File: config.mk
export PLATFORM = sky130hd
export DESIGN_NAME = dbus_ctrl_flat
export DESIGN_NICKNAME = d
export VERILOG_FILES = /design/src/rtl/dbus_if.sv /design/src/rtl/dbus_ctrl.sv /design/src/flat_wrapper.sv
export SDC_FILE = /design/constraint.sdc
export NUM_CORES = 1
export LEC_CHECK = 0
export BUFFER_PORTS_ARGS = -buffer_cell sky130_fd_sc_hd__buf_2
export CAP_MARGIN = 20
export CORE_MARGIN = 8
export CORE_UTILIZATION = 40
export DETAILED_ROUTE_END_ITERATION = 10
export PLACE_DENSITY_LB_ADDON = 0.15
export SYNTH_ARGS = -nofsm -noshare
export SYNTH_HDL_FRONTEND = slang
export SYNTH_SLANG_ARGS = --single-unit
File: constraint.sdc
create_clock -name clk -period 3 [get_ports clk]
set_input_delay 0.75 -clock clk [delete_from_list [all_inputs] [get_ports clk]]
set_output_delay 0.75 -clock clk [all_outputs]
set_load 0.01 [all_outputs]
File: src/rtl/dbus_if.sv
// ---------------------------------------------------------------------------
// dbus_if : signal bundle between the mem stage / data RAM and dbus_ctrl.
//
// Handshake (RAM side): while ram_req_o = 1 the controller holds ram_we_o,
// ram_addr_o and ram_wdata_o stable. The byte transfer completes at the first
// rising edge where ram_ack_i = 1; ram_rdata_i is sampled at that same edge.
// ram_ack_i has no meaning while ram_req_o = 0.
// Mem-stage side: mem_ce_i presents a word request. stallreq_o = 1 tells the
// pipeline to hold. mem_data_o is valid in the first cycle where stallreq_o
// drops after a load.
//
// Modports:
//   slave  : the controller (dbus_ctrl)
//   master : the environment driving it (mem stage + byte RAM)
// ---------------------------------------------------------------------------
interface dbus_if #(
  parameter int ADDR_W = 17
);
  // mem stage -> controller
  logic              mem_ce_i;
  logic              mem_we_i;
  logic [31:0]       mem_addr_i;
  logic [3:0]        mem_sel_i;
  logic [31:0]       mem_data_i;
  logic              stall_i;
  // controller -> mem stage / pipeline control
  logic [31:0]       mem_data_o;
  logic              stallreq_o;
  logic              misalign_o;
  // controller <-> byte RAM
  logic              ram_req_o;
  logic              ram_we_o;
  logic [ADDR_W-1:0] ram_addr_o;
  logic [7:0]        ram_wdata_o;
  logic [7:0]        ram_rdata_i;
  logic              ram_ack_i;

  modport slave (
    input  mem_ce_i, mem_we_i, mem_addr_i, mem_sel_i, mem_data_i, stall_i,
    input  ram_rdata_i, ram_ack_i,
    output mem_data_o, stallreq_o, misalign_o,
    output ram_req_o, ram_we_o, ram_addr_o, ram_wdata_o
  );

  modport master (
    output mem_ce_i, mem_we_i, mem_addr_i, mem_sel_i, mem_data_i, stall_i,
    output ram_rdata_i, ram_ack_i,
    input  mem_data_o, stallreq_o, misalign_o,
    input  ram_req_o, ram_we_o, ram_addr_o, ram_wdata_o
  );
endinterface

File: src/rtl/dbus_ctrl.sv
// ---------------------------------------------------------------------------
// dbus_ctrl : data-bus controller between the mem stage and a byte-wide RAM.
//
// A word request (addr, 4-bit big-endian lane select, write data, we) is split
// into one RAM byte handshake per selected lane, lane 0 (= sel[3] =
// data[31:24]) first. Load bytes are assembled into mem_data_o; unselected
// lanes read as 0. The pipeline is stalled while the request is in flight,
// followed by one DONE cycle in which the mem stage samples mem_data_o.
//
// Ports:
//   clk, rst  : clock, asynchronous active-high reset
//   bus       : dbus_if.slave (mem-stage request/response + RAM handshake)
//   dbg_state : current FSM state (0 = IDLE, 1 = ACCESS, 2 = DONE)
//
// Optional feature macro: DBUS_ALIGN_CHECK_EN. When defined, a word access
// (sel = 1111) with addr[1:0] != 0 performs no RAM cycles and raises
// misalign_o in its DONE cycle. When undefined, misalign_o is 0 and addr[1:0]
// is ignored for word accesses.
// ---------------------------------------------------------------------------
module dbus_ctrl #(
  parameter int ADDR_W = 17
) (
  input  logic       clk,
  input  logic       rst,
  dbus_if.slave      bus,
  output logic [1:0] dbg_state
);

  typedef enum logic [1:0] {
    IDLE   = 2'd0,
    ACCESS = 2'd1,
    DONE   = 2'd2
  } state_t;

  state_t state, state_next;

  logic [ADDR_W-3:0] addr_hi_q;  // word address; the lane supplies bits [1:0]
  logic              we_q;
  logic [31:0]       wdata_q;
  logic [3:0]        mask_q;     // lanes still to transfer, bit 3 = lane 0
  logic [31:0]       data_q;

  logic [1:0]        lane;
  logic [3:0]        lane_bit;
  logic [3:0]        mask_next;
  logic [7:0]        lane_wbyte;
  logic              latch;
  logic              ack_ok;
  logic              misalign_req;

  // Address bits outside the RAM window (and the byte offset, which the lanes
  // replace) are deliberately ignored.
  logic              unused_addr_bits;
  assign unused_addr_bits = ^{bus.mem_addr_i[31:ADDR_W], bus.mem_addr_i[1:0]};

  assign latch  = (state == IDLE) && bus.mem_ce_i;
  assign ack_ok = (state == ACCESS) && bus.ram_ack_i;

`ifdef DBUS_ALIGN_CHECK_EN
  logic misalign_q;

  assign misalign_req = (bus.mem_sel_i == 4'hF) && (bus.mem_addr_i[1:0] != 2'b00);

  // Set on the rejected request, held through its DONE cycle.
  always_ff @(posedge clk or posedge rst) begin
    if (rst) begin
      misalign_q <= 1'b0;
    end else if (latch) begin
      misalign_q <= misalign_req;
    end else if (state == DONE && !bus.stall_i) begin
      misalign_q <= 1'b0;
    end
  end

  assign bus.misalign_o = misalign_q && (state == DONE);
`else
  assign misalign_req   = 1'b0;
  assign bus.misalign_o = 1'b0;
`endif

  // Current lane: lowest-numbered lane still pending (mask bit 3 first).
  always_comb begin
    lane = 2'd0;
    casez (mask_q)
      4'b1???: lane = 2'd0;
      4'b01??: lane = 2'd1;
      4'b001?: lane = 2'd2;
      4'b0001: lane = 2'd3;
      default: lane = 2'd0;
    endcase
  end

  assign lane_bit  = 4'b1000 >> lane;
  assign mask_next = mask_q & ~lane_bit;

  always_comb begin
    lane_wbyte = 8'h00;
    case (lane)
      2'd0: lane_wbyte = wdata_q[31:24];
      2'd1: lane_wbyte = wdata_q[23:16];
      2'd2: lane_wbyte = wdata_q[15:8];
      2'd3: lane_wbyte = wdata_q[7:0];
      default: lane_wbyte = 8'h00;
    endcase
  end

  // ---------------- FSM: state register ----------------
  always_ff @(posedge clk or posedge rst) begin
    if (rst) begin
      state <= IDLE;
    end else begin
      state <= state_next;
    end
  end

  // ---------------- FSM: next state ----------------
  always_comb begin
    state_next = state;
    case (state)
      IDLE: begin
        if (bus.mem_ce_i) begin
          if (bus.mem_sel_i == 4'b0000 || misalign_req) begin
            state_next = DONE;
          end else begin
            state_next = ACCESS;
          end
        end
      end
      ACCESS: begin
        if (bus.ram_ack_i && mask_next == 4'b0000) begin
          state_next = DONE;
        end
      end
      DONE: begin
        // A request still held on mem_ce_i here has already been served.
        if (!bus.stall_i) begin
          state_next = IDLE;
        end
      end
      default: state_next = IDLE;
    endcase
  end

  // ---------------- FSM: outputs ----------------
  always_comb begin
    bus.ram_req_o   = 1'b0;
    bus.ram_we_o    = 1'b0;
    bus.ram_addr_o  = '0;
    bus.ram_wdata_o = 8'h00;
    if (state == ACCESS) begin
      bus.ram_req_o   = 1'b1;
      bus.ram_we_o    = we_q;
      bus.ram_addr_o  = {addr_hi_q, lane};
      bus.ram_wdata_o = lane_wbyte;
    end
  end

  // Gated by rst so the pipeline sees no stall while the block is in reset,
  // even if mem_ce_i is already high.
  assign bus.stallreq_o = !rst && (latch || (state == ACCESS));
  assign bus.mem_data_o = data_q;
  assign dbg_state      = state;

  // ---------------- request / data registers ----------------
  always_ff @(posedge clk or posedge rst) begin
    if (rst) begin
      addr_hi_q <= '0;
      we_q      <= 1'b0;
      wdata_q   <= 32'h0;
      mask_q    <= 4'b0000;
      data_q    <= 32'h0;
    end else if (latch) begin
      addr_hi_q <= bus.mem_addr_i[ADDR_W-1:2];
      we_q      <= bus.mem_we_i;
      wdata_q   <= bus.mem_data_i;
      mask_q    <= misalign_req ? 4'b0000 : bus.mem_sel_i;
      data_q    <= 32'h0;
    end else if (ack_ok) begin
      mask_q <= mask_next;
      if (!we_q) begin
        case (lane)
          2'd0: data_q[31:24] <= bus.ram_rdata_i;
          2'd1: data_q[23:16] <= bus.ram_rdata_i;
          2'd2: data_q[15:8]  <= bus.ram_rdata_i;
          2'd3: data_q[7:0]   <= bus.ram_rdata_i;
          default: data_q <= data_q;
        endcase
      end
    end
  end

endmodule

File: src/flat_wrapper.sv
// flat-port wrapper written by rule: the top's interface ports become plain ports
module dbus_ctrl_flat 
#(
  parameter int ADDR_W = 17
)
  (clk, rst, dbg_state, bus_mem_ce_i, bus_mem_we_i, bus_mem_addr_i, bus_mem_sel_i, bus_mem_data_i, bus_stall_i, bus_ram_rdata_i, bus_ram_ack_i, bus_mem_data_o, bus_stallreq_o, bus_misalign_o, bus_ram_req_o, bus_ram_we_o, bus_ram_addr_o, bus_ram_wdata_o);
  dbus_if #(.ADDR_W(ADDR_W)) bus_i ();
  input  logic clk;
  input  logic rst;
  output logic [1:0] dbg_state;
  input wire logic [$bits(bus_i.mem_ce_i)-1:0] bus_mem_ce_i;
  input wire logic [$bits(bus_i.mem_we_i)-1:0] bus_mem_we_i;
  input wire logic [$bits(bus_i.mem_addr_i)-1:0] bus_mem_addr_i;
  input wire logic [$bits(bus_i.mem_sel_i)-1:0] bus_mem_sel_i;
  input wire logic [$bits(bus_i.mem_data_i)-1:0] bus_mem_data_i;
  input wire logic [$bits(bus_i.stall_i)-1:0] bus_stall_i;
  input wire logic [$bits(bus_i.ram_rdata_i)-1:0] bus_ram_rdata_i;
  input wire logic [$bits(bus_i.ram_ack_i)-1:0] bus_ram_ack_i;
  output wire logic [$bits(bus_i.mem_data_o)-1:0] bus_mem_data_o;
  output wire logic [$bits(bus_i.stallreq_o)-1:0] bus_stallreq_o;
  output wire logic [$bits(bus_i.misalign_o)-1:0] bus_misalign_o;
  output wire logic [$bits(bus_i.ram_req_o)-1:0] bus_ram_req_o;
  output wire logic [$bits(bus_i.ram_we_o)-1:0] bus_ram_we_o;
  output wire logic [$bits(bus_i.ram_addr_o)-1:0] bus_ram_addr_o;
  output wire logic [$bits(bus_i.ram_wdata_o)-1:0] bus_ram_wdata_o;
  assign bus_i.mem_ce_i = bus_mem_ce_i;
  assign bus_i.mem_we_i = bus_mem_we_i;
  assign bus_i.mem_addr_i = bus_mem_addr_i;
  assign bus_i.mem_sel_i = bus_mem_sel_i;
  assign bus_i.mem_data_i = bus_mem_data_i;
  assign bus_i.stall_i = bus_stall_i;
  assign bus_i.ram_rdata_i = bus_ram_rdata_i;
  assign bus_i.ram_ack_i = bus_ram_ack_i;
  assign bus_mem_data_o = bus_i.mem_data_o;
  assign bus_stallreq_o = bus_i.stallreq_o;
  assign bus_misalign_o = bus_i.misalign_o;
  assign bus_ram_req_o = bus_i.ram_req_o;
  assign bus_ram_we_o = bus_i.ram_we_o;
  assign bus_ram_addr_o = bus_i.ram_addr_o;
  assign bus_ram_wdata_o = bus_i.ram_wdata_o;
  dbus_ctrl #(.ADDR_W(ADDR_W)) u_core (.clk(clk), .rst(rst), .bus(bus_i), .dbg_state(dbg_state));
endmodule
### Word-level counts from Yosys, hierarchy flattened

Index checks and enable logic that the tools add are counted.

* output and inout bits: 63
* register bits after elaboration: 86
* word-level logic and storage cells: 64
* input port bits: 82

* reduce and logical (&&, ||, !) cells: 20
* bitwise operators: 2
* mux-type cells: 20
* shifts and indexed selects: 1
* equal/unequal tests: 12

Operators by type and width (count)
* 32-bit two-way mux: 3
* 8-bit two-way mux: 5
* 8-bit case mux with 4 select lines: 1
* 17-bit two-way mux: 1
* 3-bit AND reduction: 5
* 2-bit case mux with 3 select lines: 2
* 2-bit nonzero test: 5
* 4-bit logical NOT: 2
* 2-bit two-way mux: 4
* 4-bit two-way mux: 2
* 2-bit by 1-bit == test with 1-bit output (second input constant): 3
* 2-bit == test (second input constant): 3
* 2-bit inequality test (second input constant): 3
* 4-bit bitwise AND: 1
* 4-bit by 1-bit == test with 1-bit output (second input constant): 1
* 1-bit logical AND: 4
* 2-bit logical NOT: 2
* 4-bit inverter: 1
* 4-bit by 2-bit right shift with 4-bit output (first input constant): 1
* 3-bit by 1-bit == test with 1-bit output (second input constant): 1
* 1-bit two-way mux: 2
* 2-bit by 1-bit inequality test with 1-bit output (second input constant): 1
* 1-bit logical NOT: 1
* 1-bit logical OR: 1

### Depth between registers and ports, before layout

* depth in word-level cells: 9
* gate-level depth with buffers: 6
* depth with buffers taken out: 3

### Least setup slack after synthesis

No wires, ideal clock.

* path type: input to output
* from: input port bus_mem_ce_i
* to: output port bus_stallreq_o
* buffers on the path: 2
* path slack: 0.626 ns
* arrival: 1.624 ns
* data required time: 2.250 ns
* cell stages on the path: 4
* path through: or3b_1 clkbuf_1 clkbuf_1 a21oi_1

* longest elaborated chain between the ends: 3

RTL lines
* start: declaration: line flat_wrapper.sv:11 `input wire logic [$bits(bus_i.mem_ce_i)-1:0] bus_mem_ce_i;`
* 1-bit logical AND: line dbus_ctrl.sv:56 `assign latch = (state == IDLE) && bus.mem_ce_i;`
* 1-bit logical OR: line dbus_ctrl.sv:160 `assign bus.stallreq_o = !rst && (latch || (state == ACCESS));`
* 1-bit logical AND: line dbus_ctrl.sv:160
* end: declaration: line flat_wrapper.sv:20 `output wire logic [$bits(bus_i.stallreq_o)-1:0] bus_stallreq_o;`

Every way passes these cells.

### Worst setup path in the final report

* from: register u_core.mask_q[3]
* to: output port bus_ram_wdata_o[2]

* longest elaborated chain between the ends: 5
* elaborated cells on any way between the ends: 10
* those cells by class: 6 x eq/ne; 3 x mux; 1 x reduce/logical

RTL lines
* start: declaration: line dbus_ctrl.sv:40 `logic [3:0] mask_q;`
* start signal: assignment: line dbus_ctrl.sv:176 `mask_q <= misalign_req ? 4'b0000 : bus.mem_sel_i;`
* start signal: assignment: line dbus_ctrl.sv:179 `mask_q <= mask_next;`
* 4-bit by 1-bit == test with 1-bit output (tied with other cells): line dbus_ctrl.sv:84 `casez (mask_q)`
* 2-bit case mux with 3 select lines *: line dbus_ctrl.sv:84
* 2-bit == test (tied with other cells): line dbus_ctrl.sv:98 `case (lane)`
* 8-bit case mux with 4 select lines *: line dbus_ctrl.sv:98
* 8-bit two-way mux *: line dbus_ctrl.sv:150 `if (state == ACCESS) begin`
* end: declaration: line flat_wrapper.sv:25 `output wire logic [$bits(bus_i.ram_wdata_o)-1:0] bus_ram_wdata_o;`

Every way passes the cells marked *; elsewhere a longest branch is shown, timed or not.

==> results <==
- The async set or reset register ratio after synthesis is 100%.
- Summing every instance area after synthesis gives 0.00397 sq mm.
- The slowest stage of the critical path is the dfrtp_1 cell.
- The post-synthesis sequential element count is 86.
- From bottom edge to top edge, the die measures 116 microns.
- The initial antenna violation count came to 1.
- For this run, the post-layout net count is 627.
- The run finished with clean final reports.
- The placeable core region is 0.00973 sq mm.
- In the post-route analysis, the smallest setup slack over all paths is 0.125 ns.
- The number of iterations in the first detailed-routing pass is 4.
- The count of endpoints failing hold in the final timing report is 0.
- Of the available clock period, the critical path in the final layout requires 95.8%.
- STA classifies the critical path endpoint as a primary output.
- The compound-gate portion of the synthesized area is 16.2%.
- After synthesis, the netlist uses 43 different library cells.
- The area fraction in and, or, nand and nor cells after synthesis is 24.4%.
- Summed over all layers, the routed wires come to 11000 microns.
- The number of resized instances in the post-cts repair step is 0.
- In this run the static leakage power is 2.61 nW.
- The minimum clock period is 2.87 ns.
- The floorplan step defined a die boundary enclosing 0.0134 sq mm.
- For this run, the leading register cell type out of synthesis is dfrtp_1.
- The buffer depth of the longest clock path is 2.
- The fraction of final layout cells sized beyond drive strength 1 is 29.5%.
- The violation count after the first detailed-route iteration is 218.
- The power density of the placed cells is 1090 mW/mm^2.
- In this run the core area contains 36 standard-cell rows.
- The number of nets produced by synthesis is 511.
- The total of max-cap violations is 0.
- The remaining max-slew budget at the tightest pin is 48.3%.
- Clock latency on the worst-skew pair, taken at its later pin, is 0.36 ns.
- The type of the worst setup path is flop to primary output.
- The required time of the critical path is 2.25 ns.
- Along the worst path, the maximum fanout reaches 19.
- Buffers added to address setup during post-CTS repair amount to 0.
- The area growth from synthesis to layout is 24.4%.
- In the final routed layout, each cell accounts on average for 16.2 microns.
- The worst-case IR drop observed on VDD is 732 uV.
- Entering global routing, the biggest net connects 72 pins.
- The endpoint of the worst setup timing path is bus_ram_wdata_o[2].
- The ratio of routed vias to standard cells is 5.02.
- The number of global-route vias before repair is 3610.
- The number of top-level pins is 145.
- Summing the sequential cell areas from Yosys gives 54.2% of the chip area.
- The tree is rooted in a clkbuf_8.
- The arrival time at the worst endpoint is 2.12 ns.
- The critical path depth is 4.
- The number of buffers and inverters on the critical path is 1.
- The number of levels in the clock H-tree is 3.
- The clock arrives with 0.00977 ns of skew.
- The reg2reg setup slack is 1.08 ns.
- The type of origin of the critical path is a flop.
- The classification of the worst-slack hold path is primary input to async pin.
- The DRC violation count after routing is 0.
- Once the floorplan was initialized, standard cells occupied 40.8% of the core.
- By area, the combinational part of the netlist is dominated by simple AND/OR/NAND/NOR gates.
- The cell family contributing the most delay on the critical path is flip-flops.
- The number of diodes is 0.
- The first-pass GRT wire length is 18000 microns.
- The clock tree from TritonCTS is built.
- Setup repair after global routing left no endpoint under its margin.
- Setup total negative slack on the finished layout was measured at 0 ns.
- The gate count of the mapped netlist is 429.
- The worst register-to-register path ends at u_core.bus.mem_data_o[27]$_DFFE_PP0P_.
- The fmax is 0.348 GHz.
- Traced cell by cell, the critical path runs through or2_1 > o21ai_0 > a311oi_1 > buf_2.
- After clock tree synthesis, the flow added hold-fix buffers numbering 0.
- The number of pins with negative max-slew slack in the final report is 0.
- At the end of routability-driven placement, the weighted congestion stood at 0.825.
- The number of endpoints failing setup at the final stage is 0.
- The delay of the slowest cell on the worst path is 0.53 ns.
- At the placement stage, the worst setup path has a slack of 0.514 ns.
- Multiplexer cells account for 0% of the synthesized area.
- The post-detailed-placement half-perimeter wirelength is 7930 microns.
- The number of vias after detailed routing is 3431.
- The antenna violation net count after detailed routing is 0.
- For this run the aggregate overflow at the end of global routing stands at 0.
- The post-synthesis xor/xnor area fraction is 0%.
- Of the total synthesized cell area, the portion taken by full adders, half adders and majority gates is 0%.
- Each instance of the synthesized netlist takes up on average 9.26 sq um.
- The number of buffers inserted during clock tree synthesis is 9.
- The measured slew at the worst slew-check pin is 0.772 ns.
- Tracing the worst setup path back leads to its startpoint at u_core.mask_q[3]$_DFFE_PP0P_.
- After clock tree synthesis, the clock-pin slew on the worst setup and hold paths is 0.08 ns.
- Port buffering added 126 buffers.
- The total global routing track utilization is 17.1%.
- In this run, synthesis inferred 0 flip-flops with an integrated enable.
- The launching point of the worst reg2reg path is u_core.dbg_state[0]$_DFFE_PP0P_.
- CTS saw 86 sinks.
- The cell depth of the worst flop-to-flop path is 4.
- The die is 116 microns wide.
- The count of yosys warnings during synthesis is 0.
- The layout has 977 filler cells.
==> layout make-up <==
class / count / area, sq um / area share [%]
Inverter: 11 / 42.5 / 0.861
Clock buffer: 10 / 128 / 2.58
Timing Repair Buffer: 136 / 718 / 14.5
Sequential cell: 86 / 2150 / 43.5
Multi-Input combinational cell: 301 / 1630 / 32.9
Tap cell: 133 / 166 / 3.37
Clock inverter: 6 / 110 / 2.23
==> worst min path at each step <==
stage	start	to	slack [ns]	cells after the start
CTS	rst	u_core.addr_hi_q[6]$_DFFE_PP0P_	0.32	2
floorplan	u_core.addr_hi_q[0]$_DFFE_PP0P_	u_core.addr_hi_q[0]$_DFFE_PP0P_	0.44	2
detailed placement	u_core.addr_hi_q[11]$_DFFE_PP0P_	u_core.addr_hi_q[11]$_DFFE_PP0P_	0.45	2
global route	rst	u_core.addr_hi_q[6]$_DFFE_PP0P_	0.34	2
global placement	u_core.addr_hi_q[11]$_DFFE_PP0P_	u_core.addr_hi_q[11]$_DFFE_PP0P_	0.45	2
finish	rst	u_core.addr_hi_q[6]$_DFFE_PP0P_	0.33	2
==> state kept, by name, indices dropped and copies added (netlist names) <==
signal                 count
u_core.addr_hi_q          15
u_core.bus.mem_data_o     32
u_core.dbg_state           2
u_core.mask_q              4
u_core.wdata_q            32
u_core.we_q                1
==> cell usage in the layout, fill, tap and decap left out, types with 3 or more instances in the layout <==
cell type / count
nand2_1: 166
buf_2: 126
dfrtp_1: 86
o2bb2ai_1: 17
and2_1: 16
o21ai_0: 13
a21oi_1: 11
inv_1: 9
nand3b_1: 9
clkbuf_8: 9
buf_4: 9
a22o_1: 8
a21o_1: 8
nand4_1: 8
a311oi_1: 7
nor2_1: 4
o221ai_2: 4
o221ai_1: 4
bufinv_16: 3
==> cells in the mapped netlist, types with 2 or more instances <==
cell	number	share of area, %
a211oi_1	2	0.38
a21o_1	8	1.5
a21oi_1	11	1.4
a22o_1	8	1.8
a311oi_1	7	1.5
and2_1	16	2.5
buf_2	15	1.9
buf_6	3	0.85
clkbuf_1	11	1.0
dfrtp_1	86	54
inv_1	10	0.94
nand2_1	166	16
nand3b_1	9	1.7
nand4_1	8	1.3
nor2_1	4	0.38
nor2b_1	2	0.31
o21ai_0	13	1.6
o21ai_1	2	0.25
o221ai_1	4	0.88
o221ai_2	4	1.5
o2bb2ai_1	17	3.7
or2_1	2	0.31
==> through the flow <==
stage               hold WS [ns]  cell area [sq um]  instances  util (%)  power (mW)
finish                     0.332               4940        683      50.8        5.40
global route               0.341               4940        683      50.8        5.84
CTS                        0.321               4940        683      50.8        5.47
detailed placement         0.455               4700        667      48.4        4.49
global placement           0.449               4700        667      48.4        4.42
floorplan                  0.437               3970        429         -        3.66
==> power by group <==
group	switching (mW)	internal, mW	leakage [nW]
Combinational	1.45	0.954	1.40
Sequential	0.357	1.68	1.09
Clock	0.411	0.552	0.112
==> layer usage <==
layer | global-route usage [%] | part of all wire, % | wire, microns | up-vias
li1 | - | - | - | 1679
met4 | 5.79 | 1.5 | 161 | 2
met1 | 21.0 | 43 | 4760 | 1617
met5 | 0 | 0.12 | 13 | -
met3 | 6.51 | 9.0 | 994 | 16
met2 | 26.9 | 46 | 5110 | 117
==> cell families after synthesis <==
group,Yosys count
buffers and inverters,42
other,1
flip-flops,86
AO/OA/AOI/OAI,82
AND/OR/NAND/NOR,218
Note: power is estimated with default switching activity, not from simulation.
